### src/rtl/fight_pkg.sv
// fight_pkg: shared constants for the fight arbiter -- arena geometry, combat
// tuning, player action one-hot encodings, FSM states and winner codes, plus
// small position helpers used by the arbiter.
package fight_pkg;

   localparam int ARENA_W     = 640;
   localparam int SPRITE_W    = 64;
   localparam int X_MAX       = ARENA_W - SPRITE_W;
   localparam int MIN_GAP     = 48;
   localparam int HIT_RANGE   = 80;
   localparam int STEP        = 2;
   localparam int DAMAGE      = 10;
   localparam int SHIELD_COST = 20;
   localparam int MAX_HEALTH  = 100;
   localparam int MAX_SHIELD  = 100;
   localparam int START0      = 100;
   localparam int START1      = 476;

   localparam logic [6:0] WALKING   = 7'b000_0001;
   localparam logic [6:0] PUNCHING  = 7'b000_0010;
   localparam logic [6:0] SHIELDING = 7'b000_0100;
   localparam logic [6:0] STAGGERED = 7'b000_1000;
   localparam logic [6:0] DOWNED    = 7'b001_0000;
   localparam logic [6:0] STANDING  = 7'b010_0000;
   localparam int SHIELD_BIT = 2;
   localparam int DIR_BIT    = 6;

   typedef enum logic {
      FIGHT = 1'b0,
      KO    = 1'b1
   } state_t;

   localparam logic [1:0] WIN_NONE = 2'b00;
   localparam logic [1:0] WIN_P0   = 2'b01;
   localparam logic [1:0] WIN_P1   = 2'b10;
   localparam logic [1:0] WIN_DRAW = 2'b11;

   // Distance between two sprite positions, widened so it never wraps.
   function automatic logic [10:0] abs_diff(input logic [9:0] a, input logic [9:0] b);
      return (a > b) ? (11'(a) - 11'(b)) : (11'(b) - 11'(a));
   endfunction

   // Candidate position after one step, clamped to the arena.
   // Opposing requests cancel out.
   function automatic logic [9:0] step_x(input logic [9:0] x, input logic left,
                                         input logic right);
      int v;
      v = int'(x);
      if (left && !right)
         v = (v >= STEP) ? v - STEP : 0;
      else if (right && !left)
         v = (v + STEP > X_MAX) ? X_MAX : v + STEP;
      return 10'(v);
   endfunction

endpackage

### src/rtl/fight_arbiter_if.sv
// fight_arbiter_if: request/action bundle from the player FSMs and the
// authoritative game state returned to players, renderer and HUD.
interface fight_arbiter_if;
   logic       restart;
   logic       left_req0, left_req1;
   logic       right_req0, right_req1;
   logic       attack_req0, attack_req1;
   logic [6:0] action0, action1;
   logic [7:0] health0, health1;
   logic [7:0] shield0, shield1;
   logic [9:0] x0, x1;
   logic       hit0, hit1;
   logic       game_over;
   logic [1:0] winner;

   modport master (
      output restart, left_req0, left_req1, right_req0, right_req1,
             attack_req0, attack_req1, action0, action1,
      input  health0, health1, shield0, shield1, x0, x1, hit0, hit1,
             game_over, winner
   );

   modport slave (
      input  restart, left_req0, left_req1, right_req0, right_req1,
             attack_req0, attack_req1, action0, action1,
      output health0, health1, shield0, shield1, x0, x1, hit0, hit1,
             game_over, winner
   );
endinterface

### src/rtl/fighter_meter.sv
// fighter_meter: one player's health and shield registers. A hit either
// drains the shield (when shielding with charge left) or costs health; a
// recharge tick tops the shield up by one unless the player is shielding
// or took a hit this cycle. health_nxt lets the arbiter see a KO coming.
module fighter_meter
   import fight_pkg::*;
(
   input  logic       clk,
   input  logic       reset,
   input  logic       restore,
   input  logic       enable,
   input  logic       hit,
   input  logic       shielding,
   input  logic       recharge,
   output logic [7:0] health,
   output logic [7:0] shield,
   output logic [7:0] health_nxt
);

   logic [7:0] shield_nxt;

   // Resolve this cycle's hit or recharge into saturated next values
   always_comb begin
      health_nxt = health;
      shield_nxt = shield;
      if (hit) begin
         if (shielding && shield != 8'd0)
            shield_nxt = (shield > 8'(SHIELD_COST)) ? shield - 8'(SHIELD_COST) : 8'd0;
         else
            health_nxt = (health > 8'(DAMAGE)) ? health - 8'(DAMAGE) : 8'd0;
      end else if (recharge && !shielding) begin
         shield_nxt = (shield < 8'(MAX_SHIELD)) ? shield + 8'd1 : 8'(MAX_SHIELD);
      end
   end

   // Meter registers: full on reset or new round, frozen outside the fight
   always_ff @(posedge clk) begin
      if (reset || restore) begin
         health <= 8'(MAX_HEALTH);
         shield <= 8'(MAX_SHIELD);
      end else if (enable) begin
         health <= health_nxt;
         shield <= shield_nxt;
      end
   end

endmodule

### src/rtl/fight_arbiter.sv
// fight_arbiter: owns player positions, resolves attacks and movement,
// runs the FIGHT/KO round FSM and reports health, shield, hits and winner.
// Optional build macro HIT_STUN_EN: a hit player ignores move and attack
// requests for STUN_CYCLES clocks, restarted by every new hit.
module fight_arbiter
   import fight_pkg::*;
#(
   parameter int MOVE_DIV     = 200000,
   parameter int RECHARGE_DIV = 1000000
`ifdef HIT_STUN_EN
   ,
   parameter int STUN_CYCLES  = 25000000
`endif
) (
   input logic            clk,
   input logic            reset,
   fight_arbiter_if.slave bus
);

   state_t      state, state_nxt;
   logic [1:0]  winner_q, winner_nxt;
   logic [9:0]  x0_q, x1_q, x0_nxt, x1_nxt, cand0, cand1;
   logic [31:0] move_cnt, rech_cnt;
   logic        hit0_q, hit1_q;
   logic        fighting, restore, move_tick, rech_tick;
   logic        shield_act0, shield_act1, stun0, stun1;
   logic        in_range, faces0, faces1, hit_to0, hit_to1;
   logic [7:0]  health0, health1, shield0, shield1, health0_nxt, health1_nxt;
   logic        unused_action;

   assign fighting    = (state == FIGHT);
   assign restore     = (state == KO) && bus.restart;
   assign move_tick   = fighting && (move_cnt == 32'(MOVE_DIV - 1));
   assign rech_tick   = fighting && (rech_cnt == 32'(RECHARGE_DIV - 1));
   assign shield_act0 = bus.action0[SHIELD_BIT];
   assign shield_act1 = bus.action1[SHIELD_BIT];

   assign in_range = abs_diff(x0_q, x1_q) <= 11'(HIT_RANGE);
   assign faces0   = (x1_q > x0_q) ? ~bus.action0[DIR_BIT] : bus.action0[DIR_BIT];
   assign faces1   = (x0_q > x1_q) ? ~bus.action1[DIR_BIT] : bus.action1[DIR_BIT];
   assign hit_to1  = fighting && bus.attack_req0 && !stun0 && in_range && faces0;
   assign hit_to0  = fighting && bus.attack_req1 && !stun1 && in_range && faces1;

   assign unused_action = ^{bus.action0[5:3], bus.action0[1:0],
                            bus.action1[5:3], bus.action1[1:0]};

   fighter_meter u_meter0 (
      .clk        (clk),
      .reset      (reset),
      .restore    (restore),
      .enable     (fighting),
      .hit        (hit_to0),
      .shielding  (shield_act0),
      .recharge   (rech_tick),
      .health     (health0),
      .shield     (shield0),
      .health_nxt (health0_nxt)
   );

   fighter_meter u_meter1 (
      .clk        (clk),
      .reset      (reset),
      .restore    (restore),
      .enable     (fighting),
      .hit        (hit_to1),
      .shielding  (shield_act1),
      .recharge   (rech_tick),
      .health     (health1),
      .shield     (shield1),
      .health_nxt (health1_nxt)
   );

`ifdef HIT_STUN_EN
   logic [31:0] stun0_cnt, stun1_cnt;

   // Stun timers reload on each hit and count down to release the player
   always_ff @(posedge clk) begin
      if (reset || restore) begin
         stun0_cnt <= '0;
         stun1_cnt <= '0;
      end else if (fighting) begin
         if (hit_to0)
            stun0_cnt <= 32'(STUN_CYCLES);
         else if (stun0_cnt != '0)
            stun0_cnt <= stun0_cnt - 32'd1;
         if (hit_to1)
            stun1_cnt <= 32'(STUN_CYCLES);
         else if (stun1_cnt != '0)
            stun1_cnt <= stun1_cnt - 32'd1;
      end
   end

   assign stun0 = (stun0_cnt != '0);
   assign stun1 = (stun1_cnt != '0);
`else
   assign stun0 = 1'b0;
   assign stun1 = 1'b0;
`endif

   // Move p0 first, then p1 against p0's new spot so they never overlap
   always_comb begin
      x0_nxt = x0_q;
      x1_nxt = x1_q;
      cand0  = step_x(x0_q, bus.left_req0 && !stun0, bus.right_req0 && !stun0);
      if (move_tick && !shield_act0 && abs_diff(cand0, x1_q) >= 11'(MIN_GAP))
         x0_nxt = cand0;
      cand1  = step_x(x1_q, bus.left_req1 && !stun1, bus.right_req1 && !stun1);
      if (move_tick && !shield_act1 && abs_diff(cand1, x0_nxt) >= 11'(MIN_GAP))
         x1_nxt = cand1;
   end

   // Round FSM: enter KO when a health hits zero, leave only on restart
   always_comb begin
      state_nxt  = state;
      winner_nxt = winner_q;
      case (state)
         FIGHT: begin
            if (health0_nxt == 8'd0 && health1_nxt == 8'd0) begin
               state_nxt  = KO;
               winner_nxt = WIN_DRAW;
            end else if (health1_nxt == 8'd0) begin
               state_nxt  = KO;
               winner_nxt = WIN_P0;
            end else if (health0_nxt == 8'd0) begin
               state_nxt  = KO;
               winner_nxt = WIN_P1;
            end
         end
         KO: begin
            if (bus.restart) begin
               state_nxt  = FIGHT;
               winner_nxt = WIN_NONE;
            end
         end
         default: begin
            state_nxt  = FIGHT;
            winner_nxt = WIN_NONE;
         end
      endcase
   end

   // FSM state and latched winner
   always_ff @(posedge clk) begin
      if (reset) begin
         state    <= FIGHT;
         winner_q <= WIN_NONE;
      end else begin
         state    <= state_nxt;
         winner_q <= winner_nxt;
      end
   end

   // Positions, tick counters and hit pulses; everything holds during KO
   always_ff @(posedge clk) begin
      if (reset || restore) begin
         x0_q     <= 10'(START0);
         x1_q     <= 10'(START1);
         move_cnt <= '0;
         rech_cnt <= '0;
         hit0_q   <= 1'b0;
         hit1_q   <= 1'b0;
      end else if (fighting) begin
         x0_q     <= x0_nxt;
         x1_q     <= x1_nxt;
         move_cnt <= move_tick ? '0 : move_cnt + 32'd1;
         rech_cnt <= rech_tick ? '0 : rech_cnt + 32'd1;
         hit0_q   <= hit_to0 && (state_nxt == FIGHT);
         hit1_q   <= hit_to1 && (state_nxt == FIGHT);
      end else begin
         hit0_q   <= 1'b0;
         hit1_q   <= 1'b0;
      end
   end

   assign bus.health0   = health0;
   assign bus.health1   = health1;
   assign bus.shield0   = shield0;
   assign bus.shield1   = shield1;
   assign bus.x0        = x0_q;
   assign bus.x1        = x1_q;
   assign bus.hit0      = hit0_q;
   assign bus.hit1      = hit1_q;
   assign bus.game_over = (state == KO);
   assign bus.winner    = winner_q;

endmodule

### src/flat_wrapper.sv
// flat-port wrapper written by rule: the top's interface ports become plain ports
module fight_arbiter_flat import fight_pkg::*;
#(
   parameter int MOVE_DIV     = 200000,
   parameter int RECHARGE_DIV = 1000000

)
  (clk, reset, bus_restart, bus_left_req0, bus_left_req1, bus_right_req0, bus_right_req1, bus_attack_req0, bus_attack_req1, bus_action0, bus_action1, bus_health0, bus_health1, bus_shield0, bus_shield1, bus_x0, bus_x1, bus_hit0, bus_hit1, bus_game_over, bus_winner);
  fight_arbiter_if bus_i ();
  input logic clk;
  input logic reset;
  input wire logic [$bits(bus_i.restart)-1:0] bus_restart;
  input wire logic [$bits(bus_i.left_req0)-1:0] bus_left_req0;
  input wire logic [$bits(bus_i.left_req1)-1:0] bus_left_req1;
  input wire logic [$bits(bus_i.right_req0)-1:0] bus_right_req0;
  input wire logic [$bits(bus_i.right_req1)-1:0] bus_right_req1;
  input wire logic [$bits(bus_i.attack_req0)-1:0] bus_attack_req0;
  input wire logic [$bits(bus_i.attack_req1)-1:0] bus_attack_req1;
  input wire logic [$bits(bus_i.action0)-1:0] bus_action0;
  input wire logic [$bits(bus_i.action1)-1:0] bus_action1;
  output wire logic [$bits(bus_i.health0)-1:0] bus_health0;
  output wire logic [$bits(bus_i.health1)-1:0] bus_health1;
  output wire logic [$bits(bus_i.shield0)-1:0] bus_shield0;
  output wire logic [$bits(bus_i.shield1)-1:0] bus_shield1;
  output wire logic [$bits(bus_i.x0)-1:0] bus_x0;
  output wire logic [$bits(bus_i.x1)-1:0] bus_x1;
  output wire logic [$bits(bus_i.hit0)-1:0] bus_hit0;
  output wire logic [$bits(bus_i.hit1)-1:0] bus_hit1;
  output wire logic [$bits(bus_i.game_over)-1:0] bus_game_over;
  output wire logic [$bits(bus_i.winner)-1:0] bus_winner;
  assign bus_i.restart = bus_restart;
  assign bus_i.left_req0 = bus_left_req0;
  assign bus_i.left_req1 = bus_left_req1;
  assign bus_i.right_req0 = bus_right_req0;
  assign bus_i.right_req1 = bus_right_req1;
  assign bus_i.attack_req0 = bus_attack_req0;
  assign bus_i.attack_req1 = bus_attack_req1;
  assign bus_i.action0 = bus_action0;
  assign bus_i.action1 = bus_action1;
  assign bus_health0 = bus_i.health0;
  assign bus_health1 = bus_i.health1;
  assign bus_shield0 = bus_i.shield0;
  assign bus_shield1 = bus_i.shield1;
  assign bus_x0 = bus_i.x0;
  assign bus_x1 = bus_i.x1;
  assign bus_hit0 = bus_i.hit0;
  assign bus_hit1 = bus_i.hit1;
  assign bus_game_over = bus_i.game_over;
  assign bus_winner = bus_i.winner;
  fight_arbiter #(.MOVE_DIV(MOVE_DIV), .RECHARGE_DIV(RECHARGE_DIV)) u_core (.clk(clk), .reset(reset), .bus(bus_i));
endmodule
### config.mk
export PLATFORM = sky130hd
export DESIGN_NAME = fight_arbiter_flat
export DESIGN_NICKNAME = d
export VERILOG_FILES = /design/src/rtl/fight_pkg.sv /design/src/rtl/fight_arbiter_if.sv /design/src/rtl/fighter_meter.sv /design/src/rtl/fight_arbiter.sv /design/src/flat_wrapper.sv
export SDC_FILE = /design/constraint.sdc
export NUM_CORES = 1
export LEC_CHECK = 0
export ABC_AREA = 1
export CORE_MARGIN = 8
export CORE_UTILIZATION = 60
export DETAILED_ROUTE_END_ITERATION = 12
export GPL_ROUTABILITY_DRIVEN = 0
export PLACE_DENSITY_LB_ADDON = 0.3
export SKIP_CTS_REPAIR_TIMING = 1
export SYNTH_ARGS = -nofsm -noshare
export SYNTH_HDL_FRONTEND = slang
export SYNTH_SLANG_ARGS = --single-unit
### constraint.sdc
create_clock -name clk -period 8.4 [get_ports clk]
set_clock_uncertainty 0.05 [all_clocks]
set_input_delay 0.84 -clock clk [delete_from_list [all_inputs] [get_ports clk]]
set_output_delay 0.84 -clock clk [all_outputs]
set_load 0.01 [all_outputs]
Yosys cells after proc, flatten, opt, wreduce, memory -nomap -nowiden
Cells that the tools add are included.
W data, S select, Z words.
{ "word_totals": {"ff_bits": 121, "ram_bits": 0, "memories": 0, "romBits": 0, "latch_bits": 0} }
{ "op_classes": {"div_mod_pow": 0, "shift": 0, "muxes": 42, "order_cmp": 17, "multipliers": 0, "add_sub_neg": 18, "bitwise": 4, "n_reduce_logical": 42, "n_eq_ne": 6} }
{ "ops": {"columns": ["cell", "count"], "rows": [
  ["$mux W8", 16],
  ["$mux W10", 9],
  ["$sub A10 B10 Y11", 6],
  ["$add A32 B1 Y32 const B", 2],
  ["$mux W32", 2],
  ["$gt A10 B10 Y1", 4],
  ["$mux W11", 3],
  ["$eq A32 B18 Y1 const B", 1],
  ["$eq A32 B20 Y1 const B", 1],
  ["$logic_and A1 B1 Y1", 24],
  ["$add A10 B2 Y11 const B", 2],
  ["$ge A11 B6 Y1 const B", 2],
  ["$gt A11 B10 Y1 const B", 2],
  ["$ge A10 B2 Y1 const B", 2],
  ["$sub A10 B2 Y10 const B", 2],
  ["$add A8 B1 Y8 const B", 2],
  ["$gt A8 B4 Y1 const B", 2],
  ["$gt A8 B5 Y1 const B", 2],
  ["$logic_not A8 Y1", 2],
  ["$lt A8 B7 Y1 const B", 2],
  ["$reduce_bool A8 Y1", 2],
  ["$sub A8 B4 Y8 const B", 2],
  ["$sub A8 B5 Y8 const B", 2],
  ["$le A11 B7 Y1 const B", 1],
  ["other kinds (13)", 34]
]} }

Longest topological paths before layout
Gate-level depths: netlist of the first run.
{ "logic_depth": {"word_depth": 15, "ltp_mapped": 55} }

Modules after synthesis
From an unflattened synthesis of the first run, not the netlist that was laid out.
{ "hier_totals": {"hier_cells": 1902, "hier_area_um2": 11598.6} }
{ "by_module_without_submodules": {"columns": ["module", "area_each_um2", "n_inst", "cells_each"], "rows": [
  ["fight_arbiter", 9001.1, 1, 1470],
  ["fighter_meter", 1298.7, 2, 216]
]} }

Worst setup path before layout of the first run
Ideal clock, no wire load.
{ "synth_timing": {"path_type": "register -> register", "start": "register u_core.x0_q[1], in the netlist u_core.bus.x0[1]", "end": "register u_core.x1_q[5], in the netlist u_core.bus.x1[5]", "period_less_slack_ns": 6.234, "arrival_ns": 6.069, "required_ns": 8.235, "setup_slack_ns": 2.166, "path_buffers": 1, "stages_incl_launch_ff": 50, "path_cell_list": "dfxtp_1 > inv_1 > ha_1 > inv_1 > nand4_1 > nor3_1 > o211ai_1 > nand2_1 > inv_1 > nor2_2 > nand2_1 > a31oi_1 > inv_1 > ha_1 > buf_2 > nand2_1 > inv_1 > a21oi_1 > (+14 left out) > nand2_1 > nand3_1 > nand2_1 > nand2_1 > nand2_1 > nand2_1 > nand2_1 > nand2_1 > nand2_1 > inv_2 > nand2_1 > nand2_1 > nand3_1 > nor2_1 > nand2_1 > nand2_1 > a21oi_1 > o21a_1"} }
{ "synth_via": {"elab_chain_cells": 15, "elab_cells_between_ends": 22} }
{ "synth_rtl": {"columns": ["element", "line_no", "text"], "rows": [
  ["from (decl)", "fight_arbiter.sv:22", "logic [9:0] x0_q, x1_q, x0_nxt, x1_nxt, cand0, cand1;"],
  ["from (signal assigned)", "fight_arbiter.sv:156", "x0_q <= 10'(START0);"],
  ["from (signal assigned)", "fight_arbiter.sv:163", "x0_q <= x0_nxt;"],
  ["$add A10 B2 Y11", "fight_pkg.sv:52", "v = (v + STEP > X_MAX) ? X_MAX : v + STEP;"],
  ["$gt A11 B10 Y1", "fight_pkg.sv:52", null],
  ["$mux W10", "fight_pkg.sv:52", null],
  ["$mux W10", "fight_pkg.sv:51", "else if (right && !left)"],
  ["$mux W10 *", "fight_pkg.sv:49", "if (left && !right)"],
  ["$sub A10 B10 Y11 / $gt A10 B10 Y1 (equally long branches)", "fight_pkg.sv:40", "return (a > b) ? (11'(a) - 11'(b)) : (11'(b) - 11'(a));"],
  ["$mux W11", "fight_pkg.sv:40", null],
  ["$ge A11 B6 Y1", "fight_arbiter.sv:105", "if (move_tick && !shield_act0 && abs_diff(cand0, x1_q) >= 11'(MIN_GAP))"],
  ["$logic_and A1 B1 Y1", "fight_arbiter.sv:105", null],
  ["$mux W10 *", "fight_arbiter.sv:105", null],
  ["via u_core.x0_nxt[2]", "fight_arbiter.sv:22", null],
  ["$sub A10 B10 Y11 / $gt A10 B10 Y1 (equally long branches)", "fight_pkg.sv:40", null],
  ["$mux W11 *", "fight_pkg.sv:40", null],
  ["$ge A11 B6 Y1 *", "fight_arbiter.sv:108", "if (move_tick && !shield_act1 && abs_diff(cand1, x0_nxt) >= 11'(MIN_GAP))"],
  ["$logic_and A1 B1 Y1 *", "fight_arbiter.sv:108", null],
  ["$reduce_and A2 Y1 (no line) *", null, null],
  ["to (signal assigned)", "fight_arbiter.sv:157", "x1_q <= 10'(START1);"],
  ["to (signal assigned)", "fight_arbiter.sv:164", "x1_q <= x1_nxt;"],
  ["to (decl)", "fight_arbiter.sv:22", null]
]} }
Mark *: on every way through the listed nets, which the timed path passes. The rest lies on a longest branch.
A chain may end at the register's enable or synchronous reset.

Worst setup path in the final report of the first run
{ "layout_timing": {"start": "register u_core.x0_q[1], in the netlist u_core.bus.x0[1]", "end": "register u_core.x1_q[0], in the netlist u_core.bus.x1[0]"} }
{ "layout_via": {"elab_chain_cells": 15, "elab_cells_between_ends": 22} }
{ "layout_rtl": {"columns": ["element", "line_no"], "rows": [
  ["$add A10 B2 Y11", "fight_pkg.sv:52"],
  ["$gt A11 B10 Y1", "fight_pkg.sv:52"],
  ["$mux W10", "fight_pkg.sv:52"],
  ["$mux W10", "fight_pkg.sv:51"],
  ["$mux W10", "fight_pkg.sv:49"],
  ["$sub A10 B10 Y11 / $gt A10 B10 Y1 (equally long branches)", "fight_pkg.sv:40"],
  ["$mux W11", "fight_pkg.sv:40"],
  ["$ge A11 B6 Y1", "fight_arbiter.sv:105"],
  ["$logic_and A1 B1 Y1", "fight_arbiter.sv:105"],
  ["$mux W10 *", "fight_arbiter.sv:105"],
  ["via u_core.x0_nxt[1]", "fight_arbiter.sv:22"],
  ["$sub A10 B10 Y11 / $gt A10 B10 Y1 (equally long branches)", "fight_pkg.sv:40"],
  ["$mux W11 *", "fight_pkg.sv:40"],
  ["$ge A11 B6 Y1 *", "fight_arbiter.sv:108"],
  ["$logic_and A1 B1 Y1 *", "fight_arbiter.sv:108"],
  ["$reduce_and A2 Y1 (no line) *", null]
]} }
Marked as above.

==> results of run 1 <==
[state kept, by name (all words and copies together), names as in the netlist]
name	flops
u_core.bus.game_over	1
u_core.bus.hit0	1
u_core.bus.hit1	1
u_core.bus.winner	2
u_core.bus.x0	10
u_core.bus.x1	10
u_core.move_cnt	32
u_core.rech_cnt	32
u_core.u_meter0.health	8
u_core.u_meter0.shield	8
u_core.u_meter1.health	8
u_core.u_meter1.shield	8
[power by group through the flow]
stage          Sequential, W  Clock [W]  Combinational, W
2_1_floorplan       0.000591          0         0.0000968
3_3_place_gp        0.000591          0          0.000126
3_5_place_dp        0.000591          0          0.000129
4_1_cts             0.000579   0.000725          0.000130
5_1_grt             0.000579   0.000750          0.000148
6_report            0.000579   0.000718          0.000132
[cell usage after synthesis (all sizes together) (11+ instances only)]
cell / number
nand2: 421
a211oi: 14
dfxtp: 121
ha: 82
xor2: 51
buf: 14
nand3: 116
clkbuf: 19
a31oi: 13
a21oi: 103
nor4: 24
nor2: 180
o21ai: 93
inv: 274
xnor2: 11
nand4: 54
nor3: 47
[area by class of cell]
cell class              instances  area [um^2]
flip-flops and latches        121         2420
clock inverters                11          121
well taps                     229          287
repair buffers                 72          713
fillers                      1518         5560
inverters                     282         1060
clock buffers                  21          460
multi-input cells            1294         7210
[worst max-delay path: cells and delay by family, from the launching register on]
family | cells | cell delay (ns)
xor+xnor | 1 | 0.10
flops | 1 | 0.53
mux | 1 | 0.35
compound gates | 8 | 1.28
fa+ha+maj | 2 | 0.68
simple gates | 30 | 3.64
buf+inv | 7 | 0.84
[cell usage in the layout (no fill, tap or decap), types with 4 or more instances in the layout]
cell type | Yosys | routed
a211oi_1 | 14 | 14
a21oi_1 | 103 | 103
a221oi_1 | 6 | 6
a31oi_1 | 13 | 13
clkbuf_16 | 0 | 17
clkdlybuf4s50_1 | 0 | 69
clkinv_1 | 7 | 7
clkinv_2 | 1 | 5
dfxtp_1 | 121 | 121
fa_1 | 4 | 4
ha_1 | 82 | 82
inv_1 | 268 | 268
inv_2 | 5 | 5
nand2_1 | 403 | 401
nand2_2 | 13 | 15
nand2_4 | 5 | 5
nand3_1 | 110 | 110
nand3_2 | 4 | 4
nand4_1 | 54 | 54
nor2_1 | 171 | 171
nor2_2 | 5 | 5
nor2_4 | 4 | 4
nor3_1 | 42 | 42
nor3_2 | 4 | 4
nor4_1 | 24 | 24
o211ai_1 | 8 | 8
o21a_1 | 10 | 10
o21ai_0 | 86 | 86
o21ai_1 | 5 | 5
o21bai_1 | 6 | 6
o22ai_1 | 8 | 8
o31ai_1 | 8 | 8
or2_2 | 7 | 7
xnor2_1 | 11 | 11
xor2_1 | 51 | 51
[layer usage]
| metal | vias up | share of wire [%] | GRT usage (%) |
|---|---|---|---|
| met4 | 0 | 2.1 | 8.95 |
| met5 | - | 0 | 0 |
| met1 | 5466 | 42 | 35.1 |
| met2 | 602 | 46 | 45.8 |
| li1 | 5806 | - | - |
| met3 | 75 | 9.1 | 5.50 |
[logic make-up after synthesis]
group	after synthesis	share of synthesized area (%)
flops	121	22.3
simple gates	856	35.4
compound gates	288	15.6
buf+inv	315	11.4
fa+ha+maj	86	10.2
xor+xnor	62	5.00
mux	2	0.207
[stage by stage]
| step | power (W) | worst slack (ns) | hold WS (ns) |
|---|---|---|---|
| 6_report | 0.00143 | 0.825 | 0.411 |
| 5_1_grt | 0.00148 | 0.000648 | 0.453 |
| 4_1_cts | 0.00143 | 0.958 | 0.413 |
| 3_5_place_dp | 0.000720 | 0.771 | 0.402 |
| 3_3_place_gp | 0.000718 | 0.912 | 0.388 |
| 2_1_floorplan | 0.000688 | 2.17 | 0.373 |
[path summary, 6_finish.rpt]
| check | end | start | slack [ns] | cells after the start |
|---|---|---|---|---|
| worst max-delay path | u_core.bus.x1[0] | u_core.bus.x0[1] | 0.82 | 49 |
| worst min-delay path | u_core.move_cnt[17] | u_core.move_cnt[17] | 0.41 | 1 |
| worst max register to register | u_core.bus.x1[0] | u_core.bus.x0[1] | 0.82 | 49 |
| worst min register to register | u_core.move_cnt[17] | u_core.move_cnt[17] | 0.41 | 1 |
==> flow_metrics.env, run 1 <==
export IMPL_synth_cell_type_count=60
export IMPL_place_hpwl_mm=23.2
export IMPL_tns_ns=0
export IMPL_initialDrtViolationCount=1174
export IMPL_yosysWarnings=0
export IMPL_synth_area_um2=10900
export IMPL_clockBufferDepth=2
export IMPL_core_um2=17800
export IMPL_numCtsBuffers=17
export IMPL_yosys_most_used_dff="dfxtp_1"
export IMPL_tightest_slew_ns=0.856
export IMPL_cts_sinks=121
export IMPL_syn_nets=1839
export IMPL_num_rows=49
export IMPL_grt_pass1_wl_mm=51.7
export IMPL_synth_largest_area_cell="dfxtp_1"
export IMPL_leakage_nw=5.61
export IMPL_dr_pass1_iters=7
export IMPL_synth_area_leaders="dfxtp_1 22%, nand2_1 14%, ha_1 9.4%, inv_1 9.3%, nor2_1 5.9%"
export IMPL_cpMostUsedCell="nand2_1"
export IMPL_start_util_pct=60.9
export IMPL_vias_per_cell=5.89
export IMPL_yosys_area_top_type_share_pct=22.3
export IMPL_drive_gt1_share_pct=5.27
export IMPL_die_area_um2=22700
export IMPL_slowest_delay_ns=0.53
export IMPL_area_growth_pct=13.0
export IMPL_drv_slew=0
export IMPL_io_buffers=69
export IMPL_utilization_pct=68.8
export IMPL_comb_power_share_pct=9.3
export IMPL_final_area_um2=12300
export IMPL_drt_wl_total_mm=31.4
export IMPL_ant_nets=0
export IMPL_ys_ff_latch=121
export IMPL_yosysSeqAreaShare_pct=22.3
export IMPL_track_usage_pct=27.6
export IMPL_power_density_nw_per_um2=116
export IMPL_vias=11900
export IMPL_grt_pass1_vias=11000
export IMPL_antenna_cells=0
export IMPL_rsz0062_at_grt="false"
export IMPL_arrival_ns=7.87
export IMPL_crit_type="reg2reg"
export IMPL_root_buffer="clkbuf_16"
export IMPL_dp_cells=1998
export IMPL_required_ns=8.69
export IMPL_crit_fanout=10
export IMPL_die_w_um=151
export IMPL_async_flop_share_pct=0
export IMPL_slew_headroom_pct=42.7
export IMPL_syn_area_per_cell_um2=6.28
export IMPL_status="finished clean"
export IMPL_start_kind="flop"
export IMPL_die_h_um=151
export IMPL_cts_tree="done"
export IMPL_period_minus_slack_ns=7.58
export IMPL_htreeDepth=4
export IMPL_maxCapViolations=0
export IMPL_gr_total_overflow=0
export IMPL_num_io_pins=80
export IMPL_power_frac_clock_pct=50.2
export IMPL_clk_pin_slew_worst_paths_ns=0.06
export IMPL_clock_latency_ns=0.42
export IMPL_wire_per_inst_um=15.5
export IMPL_cp_end_kind="flop"
export IMPL_drc=0
export IMPL_power_switching_w=0.000355
export IMPL_synth_edff_count=0
export IMPL_sw_frac_of_total_pct=24.8
export IMPL_grt_max_degree=47
export IMPL_postSynthCellCount=1730
export IMPL_hold_class="reg2reg"
export IMPL_final_nets=1897
export IMPL_max_clock_freq_mhz=132
export IMPL_peakVddDrop_v=0.000202
export IMPL_crit_slowest_cell="dfxtp_1"
export IMPL_layout_cells_non_filler=2030
export IMPL_pwr_share_seq_pct=40.5
export IMPL_p_int_w=0.00107
export IMPL_fin_crit_sh_pct=90.2
export IMPL_postPlaceCellArea_um2=11700
export IMPL_final_hold_viol_count=0
export IMPL_finalSetupViolations=0
export IMPL_antenna_found_initial=0
No activity file was read; power rests on OpenSTA's default activity.
==> inputs of run 2 (changes only) <==
--- a/config.mk
+++ b/config.mk
@@ -5,7 +5,6 @@
 export SDC_FILE = /design/constraint.sdc
 export NUM_CORES = 1
 export LEC_CHECK = 0
-export ABC_AREA = 1
 export CORE_MARGIN = 8
 export CORE_UTILIZATION = 60
 export DETAILED_ROUTE_END_ITERATION = 12
==> run 2 against run 1 <==
Via count down 6.0%. Sequential share of layout area down 0.64 points. Register-to-register slack worse by 0.71 ns. Critical endpoint unchanged. Highest routed layer unchanged.
==> flow_metrics.env, run 2 <==
export IMPL_status="finished clean"
export IMPL_start_kind="flop"
export IMPL_top_regs="u_core.move_cnt x32, u_core.rech_cnt x32"
export IMPL_syn_area_per_cell_um2=7.53
export IMPL_synth_area_um2=10500
export IMPL_num_io_pins=80
export IMPL_die_h_um=148
export IMPL_start_util_pct=61.0
export IMPL_async_flop_share_pct=0
export IMPL_cts_tree="done"
export IMPL_ys_ff_latch=121
export IMPL_clk_pin_slew_worst_paths_ns=0.06
export IMPL_hold_class="reg2reg"
export IMPL_cpMostUsedCell="buf_4"
export IMPL_drv_slew=0
export IMPL_power_total_w=0.00148
export IMPL_fin_crit_sh_pct=98.7
export IMPL_grt_pass1_vias=10400
export IMPL_dr_pass1_iters=6
export IMPL_required_ns=8.66
export IMPL_period_minus_slack_ns=8.29
export IMPL_arrival_ns=8.55
export IMPL_track_usage_pct=27.5
export IMPL_crit_fanout=9
export IMPL_slew_headroom_pct=24.2
export IMPL_gr_total_overflow=0
export IMPL_synth_largest_area_cell="dfxtp_1"
export IMPL_maxCapViolations=0
export IMPL_synth_area_leaders="dfxtp_1 23%, ha_1 9.8%, nor2_1 5.5%, nand2_1 4.6%, a21oi_1 4.3%"
export IMPL_place_hpwl_mm=22.8
export IMPL_num_rows=48
export IMPL_vias=11200
export IMPL_crit_type="reg2reg"
export IMPL_slowest_delay_ns=0.51
export IMPL_peakVddDrop_v=0.000139
export IMPL_clock_latency_ns=0.42
export IMPL_dp_cells=1714
export IMPL_synth_most_common_cell="nor2_1"
export IMPL_die_area_um2=22000
export IMPL_core_um2=17200
export IMPL_drive_gt1_share_pct=13.4
export IMPL_yosys_most_used_dff="dfxtp_1"
export IMPL_initialDrtViolationCount=1225
export IMPL_io_buffers=69
export IMPL_area_growth_pct=21.0
export IMPL_utilization_pct=73.7
export IMPL_postSynthCellCount=1395
export IMPL_tightest_slew_ns=1.13
export IMPL_drc=0
export IMPL_wire_per_inst_um=18.3
export IMPL_clockBufferDepth=2
export IMPL_final_area_um2=12700
export IMPL_die_w_um=148
export IMPL_drt_wl_total_mm=32.0
export IMPL_vias_per_cell=6.41
export IMPL_max_clock_freq_mhz=121
export IMPL_root_buffer="clkbuf_16"
export IMPL_power_density_nw_per_um2=117
export IMPL_final_hold_viol_count=0
export IMPL_antenna_cells=0
export IMPL_fin_hold_ws_ns=0.453
export IMPL_grt_pass1_wl_mm=50.4
export IMPL_ant_nets=0
export IMPL_antenna_found_initial=0
export IMPL_yosysSeqAreaShare_pct=23.1
export IMPL_grt_max_degree=31
export IMPL_cp_end_kind="flop"
export IMPL_synth_top_cells_by_count="153 x nor2_1, 129 x nand2_1, 121 x dfxtp_1"
export IMPL_htreeDepth=4
export IMPL_yosysWarnings=0
export IMPL_synth_cell_type_count=90
export IMPL_syn_nets=1504
export IMPL_cts_sinks=121
export IMPL_layout_cells_non_filler=1752
export IMPL_numCtsBuffers=17
export IMPL_final_common_cell="nor2_1"
export IMPL_leakage_nw=5.07
export IMPL_finalSetupViolations=0
export IMPL_synth_edff_count=0
export IMPL_postPlaceCellArea_um2=11900
export IMPL_yosys_area_top_type_share_pct=23.1
export IMPL_final_nets=1623
export IMPL_crit_slowest_cell="or4_4"
export IMPL_final_cell_mix="152 x nor2_1, 129 x nand2_1, 118 x dfxtp_1"
export IMPL_fillers=1263
run 2: changes by cell type in the layout (fill, tap and decap cells not counted), moves of 32 or more:
cell,before,now
nand3_1,110,59
o21ai_0,86,47
nand2_1,401,129
mux2i_1,0,36
inv_1,268,78
buf_4,3,95
nand4_1,54,22
run 2: critical path: cells and delay by family, from the launching register on:
kind | cells | cell delay (ns)
compound gates | 19 | 4.37
simple gates | 5 | 1.15
buf+inv | 6 | 1.06
fa+ha+maj | 2 | 0.62
flops | 1 | 0.40
mux | 2 | 0.37
xor+xnor | 1 | 0.20
run 2: worst paths after layout:
check	from	to	slack, ns	cells past startpoint
worst min-delay path	u_core.u_meter0.shield[1]	u_core.u_meter0.shield[1]	0.45	2
worst max-delay path	u_core.bus.x0[2]	u_core.bus.x1[0]	0.11	35
worst max register to register	u_core.bus.x0[2]	u_core.bus.x1[0]	0.11	35
worst min register to register	u_core.u_meter0.shield[1]	u_core.u_meter0.shield[1]	0.45	2
run 2: layout make-up:
class | count | area, um^2 | area share, %
Clock buffer | 20 | 467 | 3.67
Clock inverter | 12 | 140 | 1.10
Inverter | 80 | 300 | 2.36
Multi-Input combinational cell | 1128 | 7650 | 60.2
Sequential cell | 121 | 2430 | 19.1
Tap cell | 225 | 282 | 2.21
Timing Repair Buffer | 166 | 1440 | 11.4
run 2: cell families after synthesis:
kind of cell    synth area share [%]
compound gates                  24.7
xor+xnor                        6.42
fa+ha+maj                       10.5
buf+inv                         5.71
flops                           23.1
mux                             4.57
simple gates                    25.0
run 2: routing by layer:
metal  GRT usage (%)  vias up  wire, um
met3            5.68      137      2590
met5               0        -         0
li1                -     5305         -
met2            44.4      550     14500
met4            13.4        0      1490
met1            34.4     5241     13400
run 2: stage by stage:
stage | TNS, ns | setup WS, ns
floorplan | 0 | 0.162
detailed placement | 0 | 0.00757
finish | 0 | 0.113
global placement | 0 | 0.129
CTS | -0.282 | -0.0787
global route | -2.27 | -0.267
run 2: power breakdown:
group	internal (W)	switching, W
logic	0.0000674	0.0000915
clock network	0.000463	0.000283
registers	0.000577	0.00000239
total	0.00111	0.000377
